--- config.mk ---
export PLATFORM = sky130hd
export DESIGN_NAME = multicycle_controller
export DESIGN_NICKNAME = d
export VERILOG_FILES = /design/src/rtl/multicycle_controller.sv
export SDC_FILE = /design/constraint.sdc
export NUM_CORES = 1
export LEC_CHECK = 0
export BUFFER_PORTS_ARGS = -buffer_cell sky130_fd_sc_hd__buf_2
export CAP_MARGIN = 20
export CORE_ASPECT_RATIO = 1.25
export CORE_MARGIN = 2
export CORE_UTILIZATION = 34
export DETAILED_ROUTE_END_ITERATION = 10
export GPL_TIMING_DRIVEN = 0
export PLACE_DENSITY = 0.55
export SLEW_MARGIN = 0
export SYNTH_ARGS = -nofsm -noshare
export SYNTH_HDL_FRONTEND = slang
export SYNTH_SLANG_ARGS = --single-unit
--- constraint.sdc ---
create_clock -name clk -period 2.7 [get_ports clk]
set_input_delay 0.135 -clock clk [delete_from_list [all_inputs] [get_ports clk]]
set_output_delay 0.135 -clock clk [all_outputs]
set_load 0.02 [all_outputs]
--- src/rtl/multicycle_controller.sv ---
// Multi-cycle MIPS main control FSM: sequences IF/ID/EX/MEM/WB over a shared memory and ALU,
// stalls on mem_ready and aborts a memory access when the watchdog expires.
module multicycle_controller #(
  parameter int unsigned OPCODE_W  = 6,
  parameter int unsigned TIMEOUT   = 16,
  parameter int unsigned TIMEOUT_W = 8
) (
  input  logic                clk,
  input  logic                rst,
  input  logic [OPCODE_W-1:0] opcode,
  input  logic                zero,
  input  logic                mem_ready,
  output logic                i_or_d,
  output logic                mem_read,
  output logic                mem_write,
  output logic                ir_write,
  output logic                mem_to_reg,
  output logic                reg_write,
  output logic                alu_src_a,
  output logic                pc_write,
  output logic [1:0]          reg_dst,
  output logic [1:0]          alu_src_b,
  output logic [1:0]          alu_op,
  output logic [1:0]          pc_src,
  output logic [1:0]          data_to_write,
  output logic                illegal_op,
  output logic                mem_timeout,
  output logic                instr_done
);

  typedef enum logic [3:0] {
    S_IF, S_ID, S_EX_R, S_WB_R, S_MA, S_MR, S_WB_L, S_MW, S_EX_I, S_WB_I, S_BR, S_JMP
  } state_e;

  localparam logic [OPCODE_W-1:0] OP_R    = OPCODE_W'(6'b000000);
  localparam logic [OPCODE_W-1:0] OP_LW   = OPCODE_W'(6'b100011);
  localparam logic [OPCODE_W-1:0] OP_SW   = OPCODE_W'(6'b101011);
  localparam logic [OPCODE_W-1:0] OP_BEQ  = OPCODE_W'(6'b000100);
  localparam logic [OPCODE_W-1:0] OP_BNE  = OPCODE_W'(6'b000101);
  localparam logic [OPCODE_W-1:0] OP_ADDI = OPCODE_W'(6'b001001);
  localparam logic [OPCODE_W-1:0] OP_SLTI = OPCODE_W'(6'b001010);
  localparam logic [OPCODE_W-1:0] OP_J    = OPCODE_W'(6'b000010);
  localparam logic [OPCODE_W-1:0] OP_JAL  = OPCODE_W'(6'b000011);
  localparam logic [OPCODE_W-1:0] OP_JR   = OPCODE_W'(6'b000110);

  localparam bit                   WD_EN   = (TIMEOUT != 0);
  localparam logic [TIMEOUT_W-1:0] WD_LAST = TIMEOUT_W'((TIMEOUT == 0) ? 0 : TIMEOUT - 1);

  state_e               state_q, state_d;
  logic [TIMEOUT_W-1:0] wd_q, wd_d;
  logic                 mem_state_c;
  logic                 timeout_c;

  // Watchdog fires on the last allowed stalled cycle; a same-cycle mem_ready wins.
  assign mem_state_c = (state_q == S_IF) || (state_q == S_MR) || (state_q == S_MW);
  assign timeout_c   = WD_EN && mem_state_c && !mem_ready && (wd_q == WD_LAST);

  always_ff @(posedge clk) begin
    if (rst) begin
      state_q <= S_IF;
      wd_q    <= '0;
    end else begin
      state_q <= state_d;
      wd_q    <= wd_d;
    end
  end

  always_comb begin
    state_d       = state_q;
    i_or_d        = 1'b0;
    mem_read      = 1'b0;
    mem_write     = 1'b0;
    ir_write      = 1'b0;
    mem_to_reg    = 1'b0;
    reg_write     = 1'b0;
    alu_src_a     = 1'b0;
    pc_write      = 1'b0;
    reg_dst       = 2'b00;
    alu_src_b     = 2'b00;
    alu_op        = 2'b00;
    pc_src        = 2'b00;
    data_to_write = 2'b00;
    illegal_op    = 1'b0;
    mem_timeout   = 1'b0;
    instr_done    = 1'b0;

    case (state_q)
      S_IF: begin
        mem_read  = 1'b1;
        alu_src_b = 2'b01;
        if (mem_ready) begin
          ir_write = 1'b1;
          pc_write = 1'b1;
          state_d  = S_ID;
        end
      end
      S_ID: begin
        alu_src_b = 2'b11;
        if (opcode == OP_R)                          state_d = S_EX_R;
        else if (opcode == OP_LW || opcode == OP_SW)     state_d = S_MA;
        else if (opcode == OP_BEQ || opcode == OP_BNE)   state_d = S_BR;
        else if (opcode == OP_ADDI || opcode == OP_SLTI) state_d = S_EX_I;
        else if (opcode == OP_J || opcode == OP_JAL || opcode == OP_JR) state_d = S_JMP;
        else begin
          illegal_op = 1'b1;
          state_d    = S_IF;
        end
      end
      S_EX_R: begin
        alu_src_a = 1'b1;
        alu_op    = 2'b10;
        state_d   = S_WB_R;
      end
      S_WB_R: begin
        reg_write  = 1'b1;
        reg_dst    = 2'b01;
        instr_done = 1'b1;
        state_d    = S_IF;
      end
      S_MA: begin
        alu_src_a = 1'b1;
        alu_src_b = 2'b10;
        state_d   = (opcode == OP_LW) ? S_MR : S_MW;
      end
      S_MR: begin
        i_or_d   = 1'b1;
        mem_read = 1'b1;
        if (mem_ready)      state_d = S_WB_L;
        else if (timeout_c) state_d = S_IF;
      end
      S_WB_L: begin
        reg_write  = 1'b1;
        mem_to_reg = 1'b1;
        instr_done = 1'b1;
        state_d    = S_IF;
      end
      S_MW: begin
        i_or_d     = 1'b1;
        mem_write  = !timeout_c;
        instr_done = mem_ready;
        if (mem_ready || timeout_c) state_d = S_IF;
      end
      S_EX_I: begin
        alu_src_a = 1'b1;
        alu_src_b = 2'b10;
        alu_op    = (opcode == OP_SLTI) ? 2'b11 : 2'b00;
        state_d   = S_WB_I;
      end
      S_WB_I: begin
        reg_write     = 1'b1;
        data_to_write = (opcode == OP_SLTI) ? 2'b10 : 2'b00;
        instr_done    = 1'b1;
        state_d       = S_IF;
      end
      S_BR: begin
        alu_src_a  = 1'b1;
        alu_op     = 2'b01;
        pc_src     = 2'b01;
        pc_write   = (opcode == OP_BNE) ? !zero : zero;
        instr_done = 1'b1;
        state_d    = S_IF;
      end
      S_JMP: begin
        pc_write   = 1'b1;
        pc_src     = (opcode == OP_JR) ? 2'b11 : 2'b10;
        instr_done = 1'b1;
        if (opcode == OP_JAL) begin
          reg_write     = 1'b1;
          reg_dst       = 2'b10;
          data_to_write = 2'b01;
        end
        state_d = S_IF;
      end
      default: state_d = S_IF;
    endcase

    if (timeout_c) begin
      mem_timeout = 1'b1;
      state_d     = S_IF;
    end

    // Count only consecutive stalled cycles within one memory state.
    wd_d = '0;
    if (mem_state_c && !mem_ready && !timeout_c && (state_d == state_q))
      wd_d = wd_q + TIMEOUT_W'(1);

    // Reset overrides every control output so nothing commits on the reset edge.
    if (rst) begin
      i_or_d        = 1'b0;
      mem_read      = 1'b0;
      mem_write     = 1'b0;
      ir_write      = 1'b0;
      mem_to_reg    = 1'b0;
      reg_write     = 1'b0;
      alu_src_a     = 1'b0;
      pc_write      = 1'b0;
      reg_dst       = 2'b00;
      alu_src_b     = 2'b00;
      alu_op        = 2'b00;
      pc_src        = 2'b00;
      data_to_write = 2'b00;
      illegal_op    = 1'b0;
      mem_timeout   = 1'b0;
      instr_done    = 1'b0;
    end
  end

endmodule

==> run summary <==
Avg WL per Cell: 14.0 um
CTS Sinks: 12
worst skew pair latency: 0.27 ns
outcome: complete, no violations
combinational share of power: 23.9%
Final nets: 194
pwr dens: 328 mW/mm^2
detailed-route DRC error count: 0
CP most frequent cell: buf_2
clock skew: 0.00403 ns
Sw Ratio: 30.0%
Peak VDD IR: 331 uV
die height: 66.7 um
# hold bufs at CTS: 0
Post-Syn Area: 0.00107 sq mm
ys async rst share: 0%
Yosys top cell by area: dfxtp_1
row count: 22
syn_nets: 161
final HPWL from detailed placement: 2.41 mm
max-cap viol count: 0
maximum clock frequency: 450 MHz
Seq/Total Area, Yosys: 22.5%
Yosys reg bits: 12
Tot GR Track Use: 17.5%
TritonCTS Buffers: 3
cells after synthesis: 150
Area after DPL: 0.00125 sq mm
Data required, critical path: 2.57 ns
# port buffers: 28
Int Pwr: 0.297 mW
Ys Warns: 0
layout cell share with drive strength beyond 1: 21.4%
DIE AREA: 0.00361 sq mm
routability cong.: 0.795
number of enable flip-flop cells after synthesis: 0
clock-pin slew of the registers on the worst-case setup and hold paths: 0.07 ns
Hold Vio Cnt, Final: 0
number of global-route vias before repair: 1126
RSZ-0062 raised after global routing: false
post-CTS resize count: 0
crit path capture type: output pin
first drt pass iteration count: 4
initial antenna violation count: 0
TNS Setup: 0 ns
post-route ant nets: 0
Final min period: 2.22 ns
area growth from synthesis to layout: 20.7%
die width: 54.2 um
DRT iter0 DRCs: 39
largest net degree at the start of global routing: 11
Final Cell Area: 0.00129 sq mm
first-pass GRT wire length: 4.80 mm
list of most frequent post-synthesis cells: 22 x nor2_1, 12 x dfxtp_1, 10 x a21oi_1, 8 x o21ai_0
Slowest cell on crit path: buf_1
Vias/cell: 5.45
Synth top area share: 22.5%
core area: 0.00297 sq mm
Synth area leaders: dfxtp_1 22%, nor2_1 7.7%, xor2_1 5.7%
final setup violation count: 0
critical path peak fanout: 10
Pleak: 0.565 nW
actual slew at the worst max-slew pin: 0.570 ns
gr ovfl total: 0
Clk network pwr share: 33.0%
Mapped Avg Cell Area: 7.13 sq um
Switching Power: 0.127 mW
Total Wirelength: 3.05 mm
TritonCTS clock tree: done
CTS Buffer Depth: 2
count leader, synth: nor2_1
crit path kind: reg2out
io pins: 31
Sequential Power Share: 43.0%
CP Cell Sequence: buf_2 -> buf_1 -> nor2b_1 -> a21oi_1 -> nor4_1 -> buf_2
post-CTS setup buffers: 0
crit path launch type: register
overall power: 0.424 mW
post-route clock period utilization: 82.4%
Hold Path Class: in2reg
Initial Utilization: 36.0%
CP arrival: 2.09 ns
critical path's largest stage delay: 0.39 ns
Pins Over Slew Limit: 0
Synth Flop Type: dfxtp_1
Cell variety after synth: 44
# H-tree levels: 1
clk root buf: clkbuf_4
Fillers: 323
relative slew slack: 61.7%
Antenna diodes: 0
routed vias: 1188
==> layer usage <==
layer  share of wire [%]  GRT usage [%]  up-vias
met5                   0              0        -
met3                 4.5           3.59        2
met1                  42           18.6      555
met2                  53           33.6       23
met4                0.56           3.75        0
li1                    -              -      608
==> layout by cell type (no fill, tap or decap), drive strengths merged, types with 6 or more instances in the layout <==
master and n:
xor2 7, nor2 22, dfxtp 12, inv 6
a21oi 10, and3 7, buf 33, o21ai 9
clkbuf 11, nor3 8
==> final timing paths <==
path                            slack, ns       start         end  cells after the start
worst max-delay path                 0.48  state_q[1]   alu_op[1]                      6
worst min-delay path                 0.24         rst  state_q[2]                      4
worst max register to register       1.01  state_q[0]  state_q[1]                      5
worst min register to register       0.45     wd_q[0]     wd_q[0]                      1
==> sequential cells by signal (all words and copies together), names as in the netlist <==
| signal | count |
|---|---|
| wd_q | 8 |
| state_q | 4 |
==> metrics by stage <==
step	std cells	hold WS [ns]	util, %	worst slack [ns]
2_1_floorplan	150	0.355	-	0.568
3_3_place_gp	214	0.428	42.2	0.840
3_5_place_dp	214	0.441	42.2	0.811
4_1_cts	218	0.231	43.4	0.491
5_1_grt	218	0.285	43.4	0.275
6_report	218	0.240	43.4	0.476
==> logic make-up (layout without fill, tap and decap cells) <==
family,count (synthesis),after routing,synth area share (%)
adder cells (fa/ha/maj),1,1,1.17
XOR/XNOR,11,11,9.01
buffers and inverters,18,50,7.02
flip-flops,12,12,22.5
AO/OA/AOI/OAI,37,37,24.4
AND/OR/NAND/NOR,71,71,35.9
==> power groups by stage <==
stage	clock, mW	combinational [mW]	sequential [mW]
after CTS	0.146	0.101	0.182
final	0.140	0.101	0.182
after detailed placement	0	0.100	0.187
after global routing	0.153	0.112	0.183
after global placement	0	0.0991	0.186
after floorplan	0	0.0686	0.186
==> worst max-delay path, delay by kind of cell, from the launching register on <==
kind	cells	cell delay, ns
AOI/OAI and AO/OA	1	0.07
buffers and inverters	3	0.84
DFF	1	0.36
and+or+nand+nor	2	0.55
==> final cells by class <==
class                      instances  area [sq um]  area share, %
inverter                           6          22.5           1.74
buffer                            12          52.6           4.07
sequential                        12           240           18.6
clock buffer                       4          36.3           2.81
multi-input combinational        120           754           58.4
tap                               36          45.0           3.49
timing repair buffer              28           140           10.9
No activity file was read; power rests on OpenSTA's default activity.
